===== config.mk =====
export PLATFORM = sky130hd
export DESIGN_NAME = tts_sequencer
export DESIGN_NICKNAME = d
export VERILOG_FILES = /design/src/rtl/tts_sequencer.sv
export SDC_FILE = /design/constraint.sdc
export NUM_CORES = 1
export LEC_CHECK = 0
export BUFFER_PORTS_ARGS = -buffer_cell sky130_fd_sc_hd__buf_2
export CAP_MARGIN = 10
export CORE_MARGIN = 2
export CORE_UTILIZATION = 55
export CTS_BUF_LIST = sky130_fd_sc_hd__clkbuf_2
export DETAILED_ROUTE_END_ITERATION = 7
export GPL_TIMING_DRIVEN = 0
export PLACE_DENSITY_LB_ADDON = 0.3
export SYNTH_ARGS = -nofsm -noshare
export SYNTH_HDL_FRONTEND = slang
export SYNTH_SLANG_ARGS = --single-unit

===== constraint.sdc =====
create_clock -name clk -period 4.5 [get_ports clk]
set_clock_uncertainty 0.2 [all_clocks]
set_input_delay 0.45 -clock clk [delete_from_list [all_inputs] [get_ports clk]]
set_output_delay 0.45 -clock clk [all_outputs]
set_load 0.005 [all_outputs]

===== src/rtl/tts_sequencer.sv =====
// -----------------------------------------------------------------------------
// tts_sequencer
//
// Purpose
//    Produces the 4-bit TTS state sent on the DAQ link from a registered FSM.
//    Error and sync-lost indications are held in sticky latches. Buffer
//    occupancy is reduced to busy / overflow-warning flags with hysteresis.
//    Moves to a higher-priority state happen at once. Moves to a
//    lower-priority state wait until the current state has been held for
//    HOLD_CYCLES cycles. Entries into Error and SyncLost are counted.
//
// Ports
//    clk              in   1      sole clock
//    reset_n          in   1      asynchronous, active-low reset
//    link_up          in   1      DAQ link up; low forces Disconnected
//    error_in         in   1      OR of error sources
//    sync_lost_in     in   1      OR of trigger number/type mismatch sources
//    occupancy        in   OCC_W  DDR3 buffer fill level, unsigned
//    clear_sticky     in   1      pulse: clear the error/sync-lost latches
//    force_en         in   1      (TTS_FORCE_EN only) override the output state
//    force_state      in   4      (TTS_FORCE_EN only) value driven while forced
//    tts_state        out  4      0000 Disc, 1100 Error, 0010 SyncLost,
//                                 0100 Busy, 0001 OvfWarn, 1000 Ready
//    state_change     out  1      pulses in the cycle tts_state takes a new value
//    error_count      out  CNT_W  saturating count of entries into Error
//    sync_lost_count  out  CNT_W  saturating count of entries into SyncLost
//
// Configuration macro
//    TTS_FORCE_EN     adds force_en / force_state. The FSM keeps running
//                     underneath while the output is forced.
// -----------------------------------------------------------------------------
module tts_sequencer #(
   parameter int               HOLD_CYCLES = 1024,
   parameter int               OCC_W       = 16,
   parameter logic [OCC_W-1:0] WARN_HI     = 16'hC000,
   parameter logic [OCC_W-1:0] WARN_LO     = 16'hA000,
   parameter logic [OCC_W-1:0] BUSY_HI     = 16'hF000,
   parameter logic [OCC_W-1:0] BUSY_LO     = 16'hD000,
   parameter int               CNT_W       = 16
) (
   input  logic             clk,
   input  logic             reset_n,
   input  logic             link_up,
   input  logic             error_in,
   input  logic             sync_lost_in,
   input  logic [OCC_W-1:0] occupancy,
   input  logic             clear_sticky,
`ifdef TTS_FORCE_EN
   input  logic             force_en,
   input  logic [3:0]       force_state,
`endif
   output logic [3:0]       tts_state,
   output logic             state_change,
   output logic [CNT_W-1:0] error_count,
   output logic [CNT_W-1:0] sync_lost_count
);

   // State encodings are the TTS codes, so the state register drives the
   // output directly.
   typedef enum logic [3:0] {
      DISC = 4'b0000,
      ERR  = 4'b1100,
      SYNC = 4'b0010,
      BUSY = 4'b0100,
      WARN = 4'b0001,
      RDY  = 4'b1000
   } state_t;

   localparam int             DW        = (HOLD_CYCLES > 1) ? $clog2(HOLD_CYCLES) : 1;
   localparam logic [DW-1:0]  DWELL_MAX = DW'(HOLD_CYCLES - 1);

   // Higher number = higher priority. DISC ranks lowest. It is left through
   // a separate rule, so its rank never decides a move.
   function automatic logic [2:0] rank(input state_t s);
      case (s)
         ERR:     rank = 3'd5;
         SYNC:    rank = 3'd4;
         BUSY:    rank = 3'd3;
         WARN:    rank = 3'd2;
         RDY:     rank = 3'd1;
         default: rank = 3'd0;
      endcase
   endfunction

   state_t           state_reg, state_next, req_state;
   logic [DW-1:0]    dwell_reg, dwell_next;
   logic             err_l_reg, err_l_next;
   logic             sync_l_reg, sync_l_next;
   logic             busy_f_reg, busy_f_next;
   logic             warn_f_reg, warn_f_next;
   logic             change_reg, change_next;
   logic [CNT_W-1:0] err_cnt_reg, err_cnt_next;
   logic [CNT_W-1:0] sync_cnt_reg, sync_cnt_next;

   // Sticky latches and hysteresis flags.
   always_comb begin
      // An active source always wins over a simultaneous clear.
      err_l_next  = error_in     | (err_l_reg  & ~clear_sticky);
      sync_l_next = sync_lost_in | (sync_l_reg & ~clear_sticky);

      busy_f_next = busy_f_reg;
      if (occupancy >= BUSY_HI)
         busy_f_next = 1'b1;
      else if (occupancy <= BUSY_LO)
         busy_f_next = 1'b0;

      warn_f_next = warn_f_reg;
      if (occupancy >= WARN_HI)
         warn_f_next = 1'b1;
      else if (occupancy <= WARN_LO)
         warn_f_next = 1'b0;
   end

   // Next-state logic and dwell counter.
   always_comb begin
      req_state = RDY;
      if (err_l_reg)
         req_state = ERR;
      else if (sync_l_reg)
         req_state = SYNC;
      else if (busy_f_reg)
         req_state = BUSY;
      else if (warn_f_reg)
         req_state = WARN;

      state_next = state_reg;
      if (!link_up)
         state_next = DISC;
      else if (state_reg == DISC)
         state_next = req_state;
      else if (rank(req_state) > rank(state_reg))
         state_next = req_state;
      // The dwell counter saturates at DWELL_MAX, so == works the same as >= here.
      else if ((rank(req_state) < rank(state_reg)) && (dwell_reg == DWELL_MAX))
         state_next = req_state;

      dwell_next = dwell_reg;
      if (state_next != state_reg)
         dwell_next = '0;
      else if (dwell_reg != DWELL_MAX)
         dwell_next = dwell_reg + DW'(1);

      // Counters advance with the entry edge, together with the state.
      err_cnt_next = err_cnt_reg;
      if ((state_next == ERR) && (state_reg != ERR) && (err_cnt_reg != '1))
         err_cnt_next = err_cnt_reg + CNT_W'(1);

      sync_cnt_next = sync_cnt_reg;
      if ((state_next == SYNC) && (state_reg != SYNC) && (sync_cnt_reg != '1))
         sync_cnt_next = sync_cnt_reg + CNT_W'(1);
   end

   always_ff @(posedge clk or negedge reset_n) begin
      if (!reset_n) begin
         state_reg    <= DISC;
         dwell_reg    <= '0;
         err_l_reg    <= 1'b0;
         sync_l_reg   <= 1'b0;
         busy_f_reg   <= 1'b0;
         warn_f_reg   <= 1'b0;
         change_reg   <= 1'b0;
         err_cnt_reg  <= '0;
         sync_cnt_reg <= '0;
      end else begin
         state_reg    <= state_next;
         dwell_reg    <= dwell_next;
         err_l_reg    <= err_l_next;
         sync_l_reg   <= sync_l_next;
         busy_f_reg   <= busy_f_next;
         warn_f_reg   <= warn_f_next;
         change_reg   <= change_next;
         err_cnt_reg  <= err_cnt_next;
         sync_cnt_reg <= sync_cnt_next;
      end
   end

`ifdef TTS_FORCE_EN
   // A separate output register lets a forced value sit on the link while
   // the FSM keeps running. state_change then follows the visible value.
   logic [3:0] out_reg, out_next;

   always_comb begin
      out_next    = force_en ? force_state : state_next;
      change_next = (out_next != out_reg);
   end

   always_ff @(posedge clk or negedge reset_n) begin
      if (!reset_n)
         out_reg <= 4'b0000;
      else
         out_reg <= out_next;
   end

   assign tts_state = out_reg;
`else
   always_comb begin
      change_next = (state_next != state_reg);
   end

   assign tts_state = state_reg;
`endif

   assign state_change    = change_reg;
   assign error_count     = err_cnt_reg;
   assign sync_lost_count = sync_cnt_reg;

endmodule

# Yosys cells after proc, flatten, opt, wreduce, memory -nomap -nowiden
# Index checks and enable logic that the tools add are counted.
# totals
regBits,51
elab_cells,77
# op_classes
n_eq_ne,19
addsub,3
n_bitwise,5
reduce_logical,9
n_mux,26
order_cmp,6
# ops
op,count
"16-bit by 1-bit adder with 16-bit output, second input constant",2
"16-bit greater-or-equal comparator, second input constant",2
"16-bit less-or-equal comparator, second input constant",2
4-bit two-way mux,8
"16-bit != test, second input constant",2
3-bit two-way mux,10
3-bit one-hot mux with 5 select lines,2
"4-bit equality test, second input constant",5
10-bit two-way mux,2
"4-bit by 2-bit equality test with 1-bit output, second input constant",3
"10-bit by 1-bit adder with 10-bit output, second input constant",1
"10-bit equality test, second input constant",1
"10-bit != test, second input constant",1
"4-bit by 1-bit equality test with 1-bit output, second input constant",2
"4-bit by 3-bit equality test with 1-bit output, second input constant",2
2-bit nonzero test,3
1-bit logical AND,5
4-bit logical NOT,1
1-bit two-way mux,4
"4-bit by 2-bit != test with 1-bit output, second input constant",1
4-bit != test,1
"4-bit != test, second input constant",1
3-bit > comparator,1
3-bit < comparator,1
other kinds (3),5

# Logic depth before layout (Yosys ltp)
# depth
depth_word,21
ltp_mapped,13
depth_no_buf,11

# Least setup slack after synthesis
# Ideal clock, no wire load.
# synth_timing
path_type,reg-to-reg
start,"register state_reg[0], in the netlist tts_state[0]"
end,"register err_cnt_reg[1], in the netlist error_count[1]"
path_buffers,1
setup_ns,0.125
required_time_ns,4.175
slack_ns,1.593
path_stages_with_launch,11
arrival_time_ns,2.583
cell_sequence,dfrtp_1 clkbuf_1 xnor2_1 or3_1 ha_1 or3b_2 nand2_1 o21ai_4 a21o_4 nor2_1 mux2_2
# synth_via
elab_chain_len,14
elab_cells_between_ends,23
# synth_lines
element,line_no,source
"start, declared",85,"state_t state_reg, state_next, req_state;"
"start signal, assigned",165,state_reg <= state_next;
4-bit equality test (tied with other cells),75,case (s)
3-bit one-hot mux with 5 select lines,75,
3-bit two-way mux,131,else if (rank(req_state) > rank(state_reg))
3-bit two-way mux,129,else if (state_reg == DISC)
3-bit two-way mux,127,if (!link_up)
3-bit < comparator,134,else if ((rank(req_state) < rank(state_reg)) && (dwell_reg == DWELL_MAX))
1-bit logical AND,134,
4-bit two-way mux,134,
4-bit two-way mux,131,
4-bit two-way mux,129,
4-bit two-way mux,127,
4-bit equality test,145,if ((state_next == ERR) && (state_reg != ERR) && (err_cnt_reg != '1))
1-bit logical AND * (2 in a row),145,
"end signal, assigned",172,err_cnt_reg <= err_cnt_next;
"end, declared",92,"logic [CNT_W-1:0] err_cnt_reg, err_cnt_next;"
# Mark *: on every way between the ends. The rest lies on a longest branch, timed or not. The select of a mux whose other input is x is not followed.
# A chain may end at the register's enable or synchronous reset.

# Final worst setup path
# layout_timing
start,"register state_reg[0], in the netlist tts_state[0]"
end,"register sync_cnt_reg[6], in the netlist sync_lost_count[6]"
# layout_via
elab_chain_len,14
elab_cells_between_ends,23
# layout_lines
element,line_no,source
4-bit equality test (tied with other cells),75,
3-bit one-hot mux with 5 select lines,75,
3-bit two-way mux,131,
3-bit two-way mux,129,
3-bit two-way mux,127,
3-bit < comparator,134,
1-bit logical AND,134,
4-bit two-way mux,134,
4-bit two-way mux,131,
4-bit two-way mux,129,
4-bit two-way mux,127,
4-bit by 2-bit equality test with 1-bit output,149,if ((state_next == SYNC) && (state_reg != SYNC) && (sync_cnt_reg != '1))
1-bit logical AND * (2 in a row),149,
"end signal, assigned",173,sync_cnt_reg <= sync_cnt_next;
"end, declared",93,"logic [CNT_W-1:0] sync_cnt_reg, sync_cnt_next;"
# Marks and branches as above.

==> results.yml <==
clock_tree:
  clk_pin_slew_ns: 0.24
  cts_buffers: 5
  htreeDepth: 2
  cts_root_buf: "clkbuf_2"
  clk_path_buf_depth: 2
  cts.sinks: 51
  cts_setup_buffers: 0
  hold_buffers: 3
  cts_resized: 0
  cts_tree: "done"
  clock_latency_ns: 0.41
timing:
  finalSetupViolations: 0
  fmax_ghz: 0.304
  slew_headroom_pct: 56.5
  period_needed_ns: 3.29
  fin_crit_sh_pct: 73.0
  tns_ns: 0
  tightest_slew_ns: 0.648
  rsz0062_at_grt: "no"
  hold_viol_final: 0
  drv_slew: 0
grt:
  grt_pass1_wl_mm: 11.7
  overflow: 0
  grt_use_total_pct: 23.7
  antenna_found_initial: 0
  grt_max_degree: 52
  grt_pass1_vias: 2583
power_and_ir_drop:
  totalPowerFinal_mw: 1.05
  irDropWorstVdd_v: 0.000250
  powerDensity_mw_per_mm2: 305
  p_leak_nw: 1.65
job:
  max_cap_viol_count: 0
synth:
  async_reset_ff_share_pct: 100
  ys_types: 61
  synth_nets: 337
  ys_seq_area_share_pct: 42.8
  synthCells: 309
  synth_ff_type: "dfrtp_1"
  ys_ff_latch: 51
  synth_edf_count: 0
  syn_area_mm2: 0.00298
  yosys_warnings: 0
  avgSynthCellArea_um2: 9.65
critical_path:
  cp_slowest_stage_delay_ns: 0.42
  critPathArrivalTime_ns: 3.44
  worstPathMaxFanout: 10
  cp-start-kind: "flip-flop"
  path_cells: "clkbuf_1 -> xnor2_1 -> or3_1 -> ha_1 -> nand3b_1 -> nand2_1 -> nand3b_1 -> a21oi_2 -> buf_2 -> nand4_1 -> xnor2_1"
  crit_type: "flip-flop to flip-flop"
  slowest_stage: "dfrtp_1"
  critPathRequiredTime_ns: 4.65
  endpoint_kind: "flip-flop"
place:
  io_buffers: 58
  gp_congestion: 0.859
  dpl.hpwl_mm: 4.70
detailed_routing:
  wl_mm: 6.43
  drc: 0
  routed_via_density: 5.80
  firstDrtPassIters: 4
  antenna_left: 0
  route.vias.total: 2606
  drtIter0Drc: 148
  wire_per_inst_um: 14.3
run_status:
  status: "finished clean"
floorplanning:
  ioPinCount: 59
  dieArea_mm2: 0.00603
  die_height_um: 77.6
  rows: 26
  start_util_pct: 57.6
  chipWidth_um: 77.6
  core_area_mm2: 0.00517
finish:
  final_common_cell: "buf_2"
  nNetsFinal: 407
  fillCellCount: 422
  drive_above_1_share_pct: 24.0
  final_cell_mix: "buf_2 (63), dfrtp_1 (51), nor2_1 (31)"
  antenna_cells: 0
  fin_util_pct: 66.8
  syn_to_final_growth_pct: 15.8
worst_hold_path:
  hold_path.class: "primary input to flip-flop"
-- critical path, delay by kind of cell (launching register included) --
| family | cells | cell delay [ns] |
|---|---|---|
| simple gates | 5 | 1.06 |
| compound gates | 1 | 0.36 |
| flops | 1 | 0.42 |
| fa+ha+maj | 1 | 0.30 |
| buf+inv | 2 | 0.61 |
| xor+xnor | 2 | 0.29 |
-- cells in the mapped netlist (4+ instances only) --
cell type,count,share of area [%]
xor2_1,18,5.3
dfrtp_1,51,43
inv_1,5,0.63
nor2_1,31,3.9
and3_1,12,2.5
clkbuf_1,4,0.50
a21oi_1,9,1.5
nand3_1,20,3.4
ha_1,6,2.5
nand4_1,15,3.1
xnor2_1,18,5.3
nor4_1,7,1.5
o21ai_0,5,0.84
buf_2,5,0.84
nand2_1,26,3.3
nor3_1,15,2.5
-- routing by layer --
layer / wire length, µm / vias to the layer above / global-route usage (%)
li1: - / 1253 / -
met1: 2850 / 1259 / 30.8
met2: 3170 / 89 / 40.9
met3: 364 / 5 / 4.07
met4: 46 / 0 / 6.07
met5: 0 / - / 0
-- stage by stage --
| step | cell area [µm²] | worst slack, ns | hold slack, ns | std cells |
|---|---|---|---|---|
| 6_report | 3450 | 1.21 | 0.0396 | 449 |
| 5_1_grt | 3450 | 0.937 | 0.0110 | 449 |
| 2_1_floorplan | 2980 | 1.59 | -0.0456 | 309 |
| 3_5_place_dp | 3360 | 1.29 | 0.274 | 437 |
| 4_1_cts | 3420 | 1.25 | 0.00477 | 447 |
| 3_3_place_gp | 3360 | 1.37 | 0.268 | 437 |
-- layout make-up --
class,instances,area (µm²),area share [%]
inverter,6,22.5,0.652
tap,70,87.6,2.54
clock inverter,2,8.76,0.254
buffer,12,70.1,2.03
sequential,51,1280,37.0
multi-input combinational,240,1610,46.7
clock buffer,5,25.0,0.725
timing repair buffer,63,350,10.1
-- cells by family (layout without fill, tap and decap cells) --
family          Yosys count  after routing  synth area share (%)
simple gates            154            154                  29.0
flops                    51             51                  42.8
compound gates           38             38                  9.82
xor+xnor                 36             36                  10.6
buf+inv                  18             88                  3.11
fa+ha+maj                 6              6                  2.52
mux                       6              6                  2.18
-- path summary, 6_finish.rpt --
kind / start / endpoint / slack (ns) / cells after the start
max in group asynchronous: reset_n / error_count[15]$_DFFE_PN0P_ / 3.30 / 3
max reg2reg: tts_state[0]$_DFF_PN0_ / sync_lost_count[6]$_DFFE_PN0P_ / 1.21 / 11
min: occupancy[15] / busy_f_reg$_DFFE_PN0P_ / 0.04 / 3
max: tts_state[0]$_DFF_PN0_ / sync_lost_count[6]$_DFFE_PN0P_ / 1.21 / 11
min in group asynchronous: reset_n / busy_f_reg$_DFFE_PN0P_ / 0.28 / 2
min reg2reg: error_count[11]$_DFFE_PN0P_ / error_count[11]$_DFFE_PN0P_ / 0.30 / 1
-- power breakdown --
group	total [mW]	switching, mW	internal, mW
Combinational	0.309	0.167	0.142
Clock	0.170	0.137	0.0329
Sequential	0.576	0.0655	0.510
Total	1.05	0.369	0.685
No activity file was read; power rests on OpenSTA's default activity.
